==> src/rtl/pipe_pkg.sv <==
// Shared fetch-stage types and constants.
package pipe_pkg;

  localparam int unsigned XLEN = 32;
  localparam logic [XLEN-1:0] NOP_INSTR = 32'h0000_0013;

  typedef struct packed {
    logic [XLEN-1:0] pc;
    logic [XLEN-1:0] instr;
    logic            valid;
  } ifid_t;

  typedef enum logic {
    BOOT = 1'b0,
    RUN  = 1'b1
  } fetch_state_t;

endpackage

==> src/rtl/sat_counter.sv <==
// Saturating event counter; clear has priority over increment.
module sat_counter #(
  parameter int unsigned WIDTH = 32
) (
  input  logic             clk,
  input  logic             reset,
  input  logic             inc,
  input  logic             clear,
  output logic [WIDTH-1:0] count
);

  logic [WIDTH-1:0] r_count;

  always_ff @(posedge clk or posedge reset) begin
    if (reset) begin
      r_count <= '0;
    end else if (clear) begin
      r_count <= '0;
    end else if (inc && (r_count != {WIDTH{1'b1}})) begin
      r_count <= r_count + 1'b1;
    end
  end

  assign count = r_count;

endmodule

==> src/rtl/fetch_ctrl.sv <==
// Fetch-stage controller: PC and IF/ID ownership, hazard hold/redirect/squash,
// ID/EX bubble request and stall/flush event counters.
module fetch_ctrl #(
  parameter int unsigned            DATA_WIDTH  = 32,
  parameter logic [DATA_WIDTH-1:0]  RESET_PC    = 32'h0000_0000,
  parameter logic [DATA_WIDTH-1:0]  NOP_INSTR   = pipe_pkg::NOP_INSTR,
  parameter int unsigned            COUNT_WIDTH = 32
) (
  input  logic                   clk,
  input  logic                   reset,
  input  logic                   stall,
  input  logic                   flush,
  input  logic [DATA_WIDTH-1:0]  pc_target,
  input  logic [DATA_WIDTH-1:0]  imem_rdata,
  input  logic                   cnt_clear,
  output logic [DATA_WIDTH-1:0]  imem_addr,
  output logic [DATA_WIDTH-1:0]  ifid_pc,
  output logic [DATA_WIDTH-1:0]  ifid_pc_plus_4,
  output logic [DATA_WIDTH-1:0]  ifid_instr,
  output logic                   ifid_valid,
  output logic                   idex_bubble,
  output logic [COUNT_WIDTH-1:0] stall_count,
  output logic [COUNT_WIDTH-1:0] flush_count
);

  import pipe_pkg::*;

  fetch_state_t          r_state;
  fetch_state_t          w_state_next;
  logic [DATA_WIDTH-1:0] r_pc;
  logic [DATA_WIDTH-1:0] w_pc_next;
  ifid_t                 r_ifid;
  ifid_t                 w_ifid_next;
  logic                  w_stall_inc;
  logic                  w_flush_inc;
  logic                  w_bubble;

  always_ff @(posedge clk or posedge reset) begin
    if (reset) begin
      r_state      <= BOOT;
      r_pc         <= RESET_PC;
      r_ifid.pc    <= RESET_PC;
      r_ifid.instr <= NOP_INSTR;
      r_ifid.valid <= 1'b0;
    end else begin
      r_state <= w_state_next;
      r_pc    <= w_pc_next;
      r_ifid  <= w_ifid_next;
    end
  end

  always_comb begin
    w_state_next = RUN;
    w_pc_next    = r_pc;
    w_ifid_next  = r_ifid;
    w_stall_inc  = 1'b0;
    w_flush_inc  = 1'b0;
    w_bubble     = 1'b1;
    case (r_state)
      BOOT: begin
        // hazard requests are meaningless before the first fetch
        w_ifid_next.instr = NOP_INSTR;
        w_ifid_next.valid = 1'b0;
      end
      RUN: begin
        w_bubble = flush | stall | ~r_ifid.valid;
        if (flush) begin
          w_pc_next         = pc_target;
          w_ifid_next.pc    = r_pc;
          w_ifid_next.instr = NOP_INSTR;
          w_ifid_next.valid = 1'b0;
          w_flush_inc       = 1'b1;
        end else if (stall) begin
          w_stall_inc = 1'b1;
        end else begin
          w_pc_next         = r_pc + DATA_WIDTH'(4);
          w_ifid_next.pc    = r_pc;
          w_ifid_next.instr = imem_rdata;
          w_ifid_next.valid = 1'b1;
        end
      end
      default: begin
        w_state_next = BOOT;
      end
    endcase
  end

  sat_counter #(.WIDTH(COUNT_WIDTH)) u_stall_cnt (
    .clk   (clk),
    .reset (reset),
    .inc   (w_stall_inc),
    .clear (cnt_clear),
    .count (stall_count)
  );

  sat_counter #(.WIDTH(COUNT_WIDTH)) u_flush_cnt (
    .clk   (clk),
    .reset (reset),
    .inc   (w_flush_inc),
    .clear (cnt_clear),
    .count (flush_count)
  );

  assign imem_addr      = r_pc;
  assign ifid_pc        = r_ifid.pc;
  assign ifid_pc_plus_4 = r_ifid.pc + DATA_WIDTH'(4);
  assign ifid_instr     = r_ifid.instr;
  assign ifid_valid     = r_ifid.valid;
  assign idex_bubble    = w_bubble;

endmodule

==> config.mk <==
export PLATFORM = sky130hd
export DESIGN_NAME = fetch_ctrl
export DESIGN_NICKNAME = d
export VERILOG_FILES = /design/src/rtl/pipe_pkg.sv /design/src/rtl/sat_counter.sv /design/src/rtl/fetch_ctrl.sv
export SDC_FILE = /design/constraint.sdc
export NUM_CORES = 1
export LEC_CHECK = 0
export CAP_MARGIN = 15
export CORE_MARGIN = 10
export CORE_UTILIZATION = 35
export CTS_CLUSTER_SIZE = 24
export DETAILED_ROUTE_END_ITERATION = 6
export SLEW_MARGIN = 30
export SYNTH_ARGS = -nofsm -noshare
export SYNTH_HDL_FRONTEND = slang
export SYNTH_SLANG_ARGS = --single-unit
==> constraint.sdc <==
create_clock -name clk -period 7.45 [get_ports clk]
set_input_delay 1.49 -clock clk [delete_from_list [all_inputs] [get_ports clk]]
set_output_delay 1.49 -clock clk [all_outputs]
set_load 0.05 [all_outputs]
==> results of run 1 <==
-- metal layers --
layer | up-vias | routed length [um]
met3 | 26 | 1920
met1 | 4005 | 13200
met4 | 2 | 327
met5 | - | 13
li1 | 3905 | -
met2 | 237 | 14100
-- sequential cells by signal (all words and copies together), names as in the netlist --
name               count
ifid_instr            32
ifid_pc               32
imem_addr             32
u_flush_cnt.count     32
u_stall_cnt.count     32
ifid_valid             1
r_state                1
-- critical path: cells and delay by family --
family | cells | cell delay [ps]
and+or+nand+nor | 1 | 130
buffers and inverters | 4 | 1730
-- cells in the mapped netlist, drive strengths merged, types with 2 or more instances --
cell	instances	area [sq um]
nand2b	2	12.5
nand3b	4	30.0
nor2b	7	43.8
o21ba	2	20.0
o31ai	27	203
mux2	27	304
dfstp	3	78.8
nor2	81	307
a2bb2oi	2	17.5
a22oi	5	37.5
nand4	41	305
o21a	2	15.0
inv	15	56.3
o311ai	3	26.3
o22ai	13	81.3
o211ai	2	28.8
buf	18	96.3
nand2	94	353
xor2	15	131
a31o	2	17.5
a21o	2	15.0
o2111ai	3	32.5
nor3	18	111
a21oi	69	345
dfrtp	159	3980
nand4b	2	17.5
xnor2	22	193
or2	9	56.3
and3	12	77.6
mux2i	45	450
ha	4	50.1
or3	14	87.6
a41oi	2	17.5
clkbuf	27	101
and4	13	115
or4	32	241
nand3	57	295
nor4	13	121
o22a	2	17.5
and2	3	18.8
o21ai	29	145
-- final timing paths --
path                                   start               endpoint  cells after the start
worst max-delay path                   stall            idex_bubble                      5
worst min-delay path            imem_addr[1]             ifid_pc[1]                      2
worst max register to register       r_state  u_stall_cnt.count[30]                      6
worst min register to register  imem_addr[1]             ifid_pc[1]                      2
max in group asynchronous              reset            ifid_pc[29]                      3
min in group asynchronous              reset         ifid_instr[11]                      2
-- power breakdown --
group	total (mW)	internal, mW	switching [mW]
combinational	0.899	0.310	0.589
clock	0.941	0.571	0.370
sequential	1.06	0.949	0.115
-- placed cells by master (no fill, tap or decap), types with 15 or more instances in the layout --
master and n:
xnor2_1 22, or4_1 31, o21ai_0 26, mux2i_1 45, o31ai_1 27, a21oi_1 68, nand4_1 36, clkdlybuf4s50_1 260
nor2_1 80, dfrtp_1 159, nand2_1 94, nor3_1 15, mux2_2 25, clkbuf_16 17, nand3_1 55, xor2_1 15
-- kinds of logic (layout without fill, tap and decap cells) --
| group | count (synthesis) | count (layout) | synth area share (%) |
|---|---|---|---|
| adder cells (fa/ha/maj) | 4 | 4 | 0.569 |
| buffers and inverters | 61 | 320 | 3.00 |
| AO/OA/AOI/OAI | 176 | 176 | 12.7 |
| XOR/XNOR | 37 | 37 | 3.68 |
| multiplexers | 72 | 72 | 8.57 |
| AND/OR/NAND/NOR | 405 | 405 | 25.3 |
| other | 1 | 2 | 0.0426 |
| flip-flops | 162 | 162 | 46.1 |
-- through the flow --
stage | instances | area, sq um | hold slack, ps
4_1_cts | 1501 | 12400 | 503
6_report | 1502 | 12400 | 499
2_1_floorplan | 918 | 8800 | 652
3_5_place_dp | 1470 | 11700 | 488
5_1_grt | 1502 | 12400 | 544
3_3_place_gp | 1469 | 11700 | 490
-- final cells by class --
| class | instances | area, sq um |
|---|---|---|
| antenna | 1 | 2.50 |
| clock buffer | 19 | 443 |
| clock inverter | 12 | 181 |
| fill | 2331 | 12200 |
| inverter | 15 | 61.3 |
| multi-input combinational | 695 | 4500 |
| sequential | 162 | 4060 |
| tap | 324 | 405 |
| timing repair buffer | 274 | 2720 |
==> summary by stage, run 1 <==
Placement
Before CTS, the worst setup slack after placement is 2510 ps. The count of buffers added on input and output ports is 262. The placer's final routability congestion estimate is 0.829. After legalization and detailed placement, the total HPWL measured 21600 um.

Yosys
The number of nets handed over by synthesis was 991. Of all flip-flops after synthesis, the portion carrying an async set or reset was 100%. The flip-flop cell with the highest count after synthesis is dfrtp_1. The post-synthesis cell area is 0.00880 sq mm.

The number of flip-flops and latches in the synthesized netlist is 162. The unique cell type count in the Yosys netlist is 79. Synthesis produced 918 cells. Each instance of the synthesized netlist takes up on average 9.59 sq um. Of the synthesized area, sequential elements account for 46.1%. The number of flops mapped to enable cells by yosys is 0. Yosys printed 0 warnings.

Power and ir drop
In this run the static leakage power is 4.88 nW. In this run the power density over the cells is 235 mW/mm^2. Across the VDD grid, the largest voltage drop is 0.136 mV. The total power is 2.90 mW.

Final layout
Measured on the finished design, the core utilization comes to 50.4%. The synthesis-to-finish area growth is 40.6%. The ratio of cells with drive above 1 in the final layout is 9.35%. The number of nets in the layout is 1238.

STA
Setup repair after global routing left no endpoint under its margin. In the finished design, the share of the clock period the worst path needs comes to 65.7%. In this run the tightest slew margin relative to its limit is 41.5%.

The final-report max-slew violation count came to 0. Based on the critical path, the design can be clocked at up to 204 MHz. The number of endpoints with negative hold slack in the final report came to 0. The worst clock skew is 12.3 ps. Setup violations remaining at the end of the flow were counted as 0. The final period demand of the worst path is 4890 ps. For the pin with the worst max-slew slack, the measured transition is 870 ps. In the final timing run, aggregate negative setup slack is 0 ps. Setup slack closes at 2560 ps.

Global route
The wire length of the first global-routing pass is 45200 um. The via count of the first global-routing pass is 7766. The global routing stage identified its most utilized layer as met2. Global routing used 17.8% of the available tracks across all layers. For this run, global-route usage on met3 was measured as 4.33%.

The initial antenna violation count was 2. The met2 layer usage reported by global route is 28.2%. Entering global routing, the biggest net connects 76 pins.

The total congestion overflow after global routing is 0. In the global route stage, met1 resource usage came out at 23.9%.

Worst setup path
For flop-to-flop paths, the worst setup slack is 4760 ps. The critical path goes through buf_2 > buf_4 > inv_1 > nand3_1 > clkdlybuf4s50_1. The worst setup path is of the in2out kind. Data on the critical path arrives at its endpoint at 3400 ps.

The element type at the critical path start is a primary input. STA classifies the critical path endpoint as an output port. In this run the worst path has a maximum fanout of 42. The required time reported for the critical path endpoint is 5960 ps. The cell type of the slowest stage on the worst timing path is clkdlybuf4s50_1.

The highest cell delay on the worst timing path is 850 ps.

Clocking
After clock tree synthesis, the clock-pin slew on the worst setup and hold paths is 60 ps. After clock tree synthesis, the repair step resized 0 gates. The number of setup buffers added after CTS is 0. The clock reaches the later pin of the worst-skew pair after 430 ps.

The number of buffers between clock root and the deepest sink is 2. The count of H-tree levels built during CTS is 4. Counting every sink on the clock net gives 162. The cell at the root of the clock tree is clkbuf_16. The number of buffers created by CTS is 17. TritonCTS built the clock tree.

After clock tree synthesis, the flow added hold-fix buffers numbering 0.

Detailed routing
After detailed routing, the number of remaining DRC violations is 0. The detailed router finished its first iteration with 608 violations. The length of the first detailed-routing pass in iterations is 5. After detailed routing, the average wire length per cell comes to 19.7 um. The via density per instance is 5.44. The overall via count from detail_route is 8175. The antenna violation net count after detailed routing is 0. The final routed wirelength across all metal layers is 29600 um.

Die
The number of I/O pins is 263. The floorplan step defined a core boundary enclosing 0.0245 sq mm. The area enclosed by the die boundary is 0.0319 sq mm. The die is 179 um wide. The initial utilization of the core area, before any placement, comes to 35.9%. In this run the vertical extent of the chip is 179 um.

The cell row count is 57.

Run status
The run finished with clean final reports.

Worst hold path
The worst hold path belongs to the class reg2reg.

Flow run
The max capacitance violation total is 0.
Power figures use the tool's default switching activity.
==> run 2, diff against run 1 <==
Clock period 7.45 ns to 4 ns, I/O delays scaled along.
==> run 2 against run 1 <==
Via count down 0.13%; utilization up 0.066 points; non-clock buffer count up 3; critical endpoint is now ifid_pc_plus_4[26]; highest routed layer unchanged.
==> summary by stage, run 2 (synthesis gave the netlist of run 1 again) <==
Run status
The run finished with clean final reports.

STA
The worst path uses 94.6% of the clock period. The actual slew at the worst max-slew pin is 876 ps. The final-report max-slew violation count was 0. Setup violations remaining at the end of the flow were counted as 0. The number of endpoints with negative hold slack in the final report is 0. Static timing analysis puts the maximum clock frequency at 264 MHz. The final hold slack is 502 ps. The worst clock skew is 14.5 ps. The worst path in the final design needs a cycle of 3780 ps, including I/O delays and setup.

The total negative setup slack is 0 ps. Setup repair after global routing left no endpoint under its margin. Headroom to the max-slew limit came out at 41.4%.

Worst setup path
The nature of the critical path endpoint is an output port. STA classifies the critical path startpoint as a flip-flop. In this run the worst path has a maximum fanout of 5. The cell type of the slowest stage on the worst timing path is clkdlybuf4s50_1.

The critical path in this run is classified as reg2out. The required time reported for the critical path endpoint is 3200 ps. The worst register-to-register path has a setup slack of 1330 ps. The dominant delay contributor by cell family on the critical path is simple AND/OR/NAND/NOR gates. The data arrival time of the worst path is 2980 ps. Walking the worst path, the cells encountered are ha_1 > nand4_1 > nor4_4 > and3_1 > nand2_1 > xnor2_1 > clkdlybuf4s50_1. The critical path buffer and inverter count is 1. On the worst path, the slowest cell contributes a delay of 820 ps.

Detailed routing
The detailed router's first-iteration violation count is 561. The overall via count from detail_route is 8164. The average wire per cell in the routed design is 19.5 um. In this run the remaining antenna-violating nets after routing total 0.

Dividing the detail-routed via count by the number of cells gives 5.41. The length of the first detailed-routing pass in iterations is 5. The final routed wirelength across all metal layers is 29300 um. In the routed design, unresolved DRC markers number 0.

Clocking
CTS placed an instance of clkbuf_16 at the clock tree root. In this run the number of H-tree levels came out at 4. The longest clock path from root to sink contains 2 buffers. Once the clock tree was built, the setup fixing pass inserted 0 buffers. Counting the buffers created by CTS gives 17. After clock tree synthesis, the clock-pin slew on the worst setup and hold paths is 70 ps. The clock network latency to the later pin of the worst-skew pair is 420 ps. TritonCTS built the clock tree. The TritonCTS sink count is 162.

Placement
Port buffering added 262 buffers. The placer's final routability congestion estimate is 0.814. The sum of net half-perimeters after detailed placement is 21800 um.

Die
The initial cell density of the core is 35.9%. After floorplanning, the core was sized to cover 0.0245 sq mm. The overall die height is 179 um. 263 I/O pins were placed. The cell row count is 57. The die covers 0.0319 sq mm. The floorplan step set the die width to 179 um.

Global route
The largest net degree at the start of global routing is 63. The initial antenna violation count is 4. The wire length of the first global-routing pass is 45900 um. The overall global routing resource usage is 17.9%. The total congestion overflow after global routing is 0. The via count of the first global-routing pass is 7960.

Final layout
The post-route netlist has 9.82% of its cells at a drive strength greater than 1. For this run, the post-layout net count is 1241. For this run, the share of the core covered by cells in the final layout is 50.5%.

The most frequent standard cell in the layout excluding fill and tap cells is clkdlybuf4s50_1. Compared with the post-synthesis result, the final layout area differs by 40.8%. Leaving out fill and tap cells, the most frequent cells in the layout are clkdlybuf4s50_1, dfrtp_1, nand2_1.

Worst hold path
The tightest min-delay check is of the reg2reg type.

Power and ir drop
Power comes to 5.34 mW. The peak ir drop on the vdd network is 0.283 mV. The reported leakage power is 4.91 nW. Dividing total power by cell area gives a power density of 431 mW/mm^2.

Flow run
The max capacitance violation total is 0.
run 2: cell count changes in the layout (fill, tap and decap cells not counted), sizes merged:
cell and change:
dlymetal6s2s +2, clkinv -2, bufinv -1, clkinvlp +3, inv -1, diode +2
clkbuf +2, clkdlybuf4s50 -6, buf +7
run 2: metrics by stage:
step	std cells	setup WS [ps]	instance area, sq um
CTS	1505	50.9	12400
global route	1507	54.9	12400
floorplan	918	506	8800
finish	1508	216	12400
detailed placement	1473	509	11800
global placement	1473	542	11800
run 2: metal layers:
layer  GRT usage (%)  part of all wire (%)
met5               0                 0.044
met4            5.68                   1.4
met3            4.04                   6.1
met2            28.6                    48
met1            23.6                    45
run 2: final timing paths:
path / startpoint / endpoint / cells past startpoint
setup reg to reg: r_state / u_stall_cnt.count[30] / 5
hold reg to reg: ifid_pc[1] / ifid_pc[1] / 2
setup / recovery: ifid_pc[2] / ifid_pc_plus_4[26] / 7
max in group asynchronous: reset / u_stall_cnt.count[2] / 3
hold / removal: ifid_pc[1] / ifid_pc[1] / 2
min in group asynchronous: reset / u_stall_cnt.count[22] / 2
run 2: timing repair:
item                                    CTS  global route
resized for setup                         0             3
hold buffers                              0             0
endpoints found under the setup margin    0             3
run 2: layout make-up:
cell class / instances / area [sq um]
Clock inverter: 11 / 153
Timing Repair Buffer: 277 / 2750
Tap cell: 324 / 405
Fill cell: 2331 / 12100
Clock buffer: 21 / 450
Multi-Input combinational cell: 695 / 4500
Inverter: 15 / 60.1
Sequential cell: 162 / 4060
Antenna cell: 3 / 7.51
run 2: worst min-delay path, stage by stage, from the launching register on:
cell     delay, ps
dfrtp_1        360
nand2_1         50
nand2_1         50
run 2: power by group:
part | internal (mW) | switching (mW)
combinational | 0.577 | 1.09
sequential | 1.77 | 0.219
clock | 1.01 | 0.684
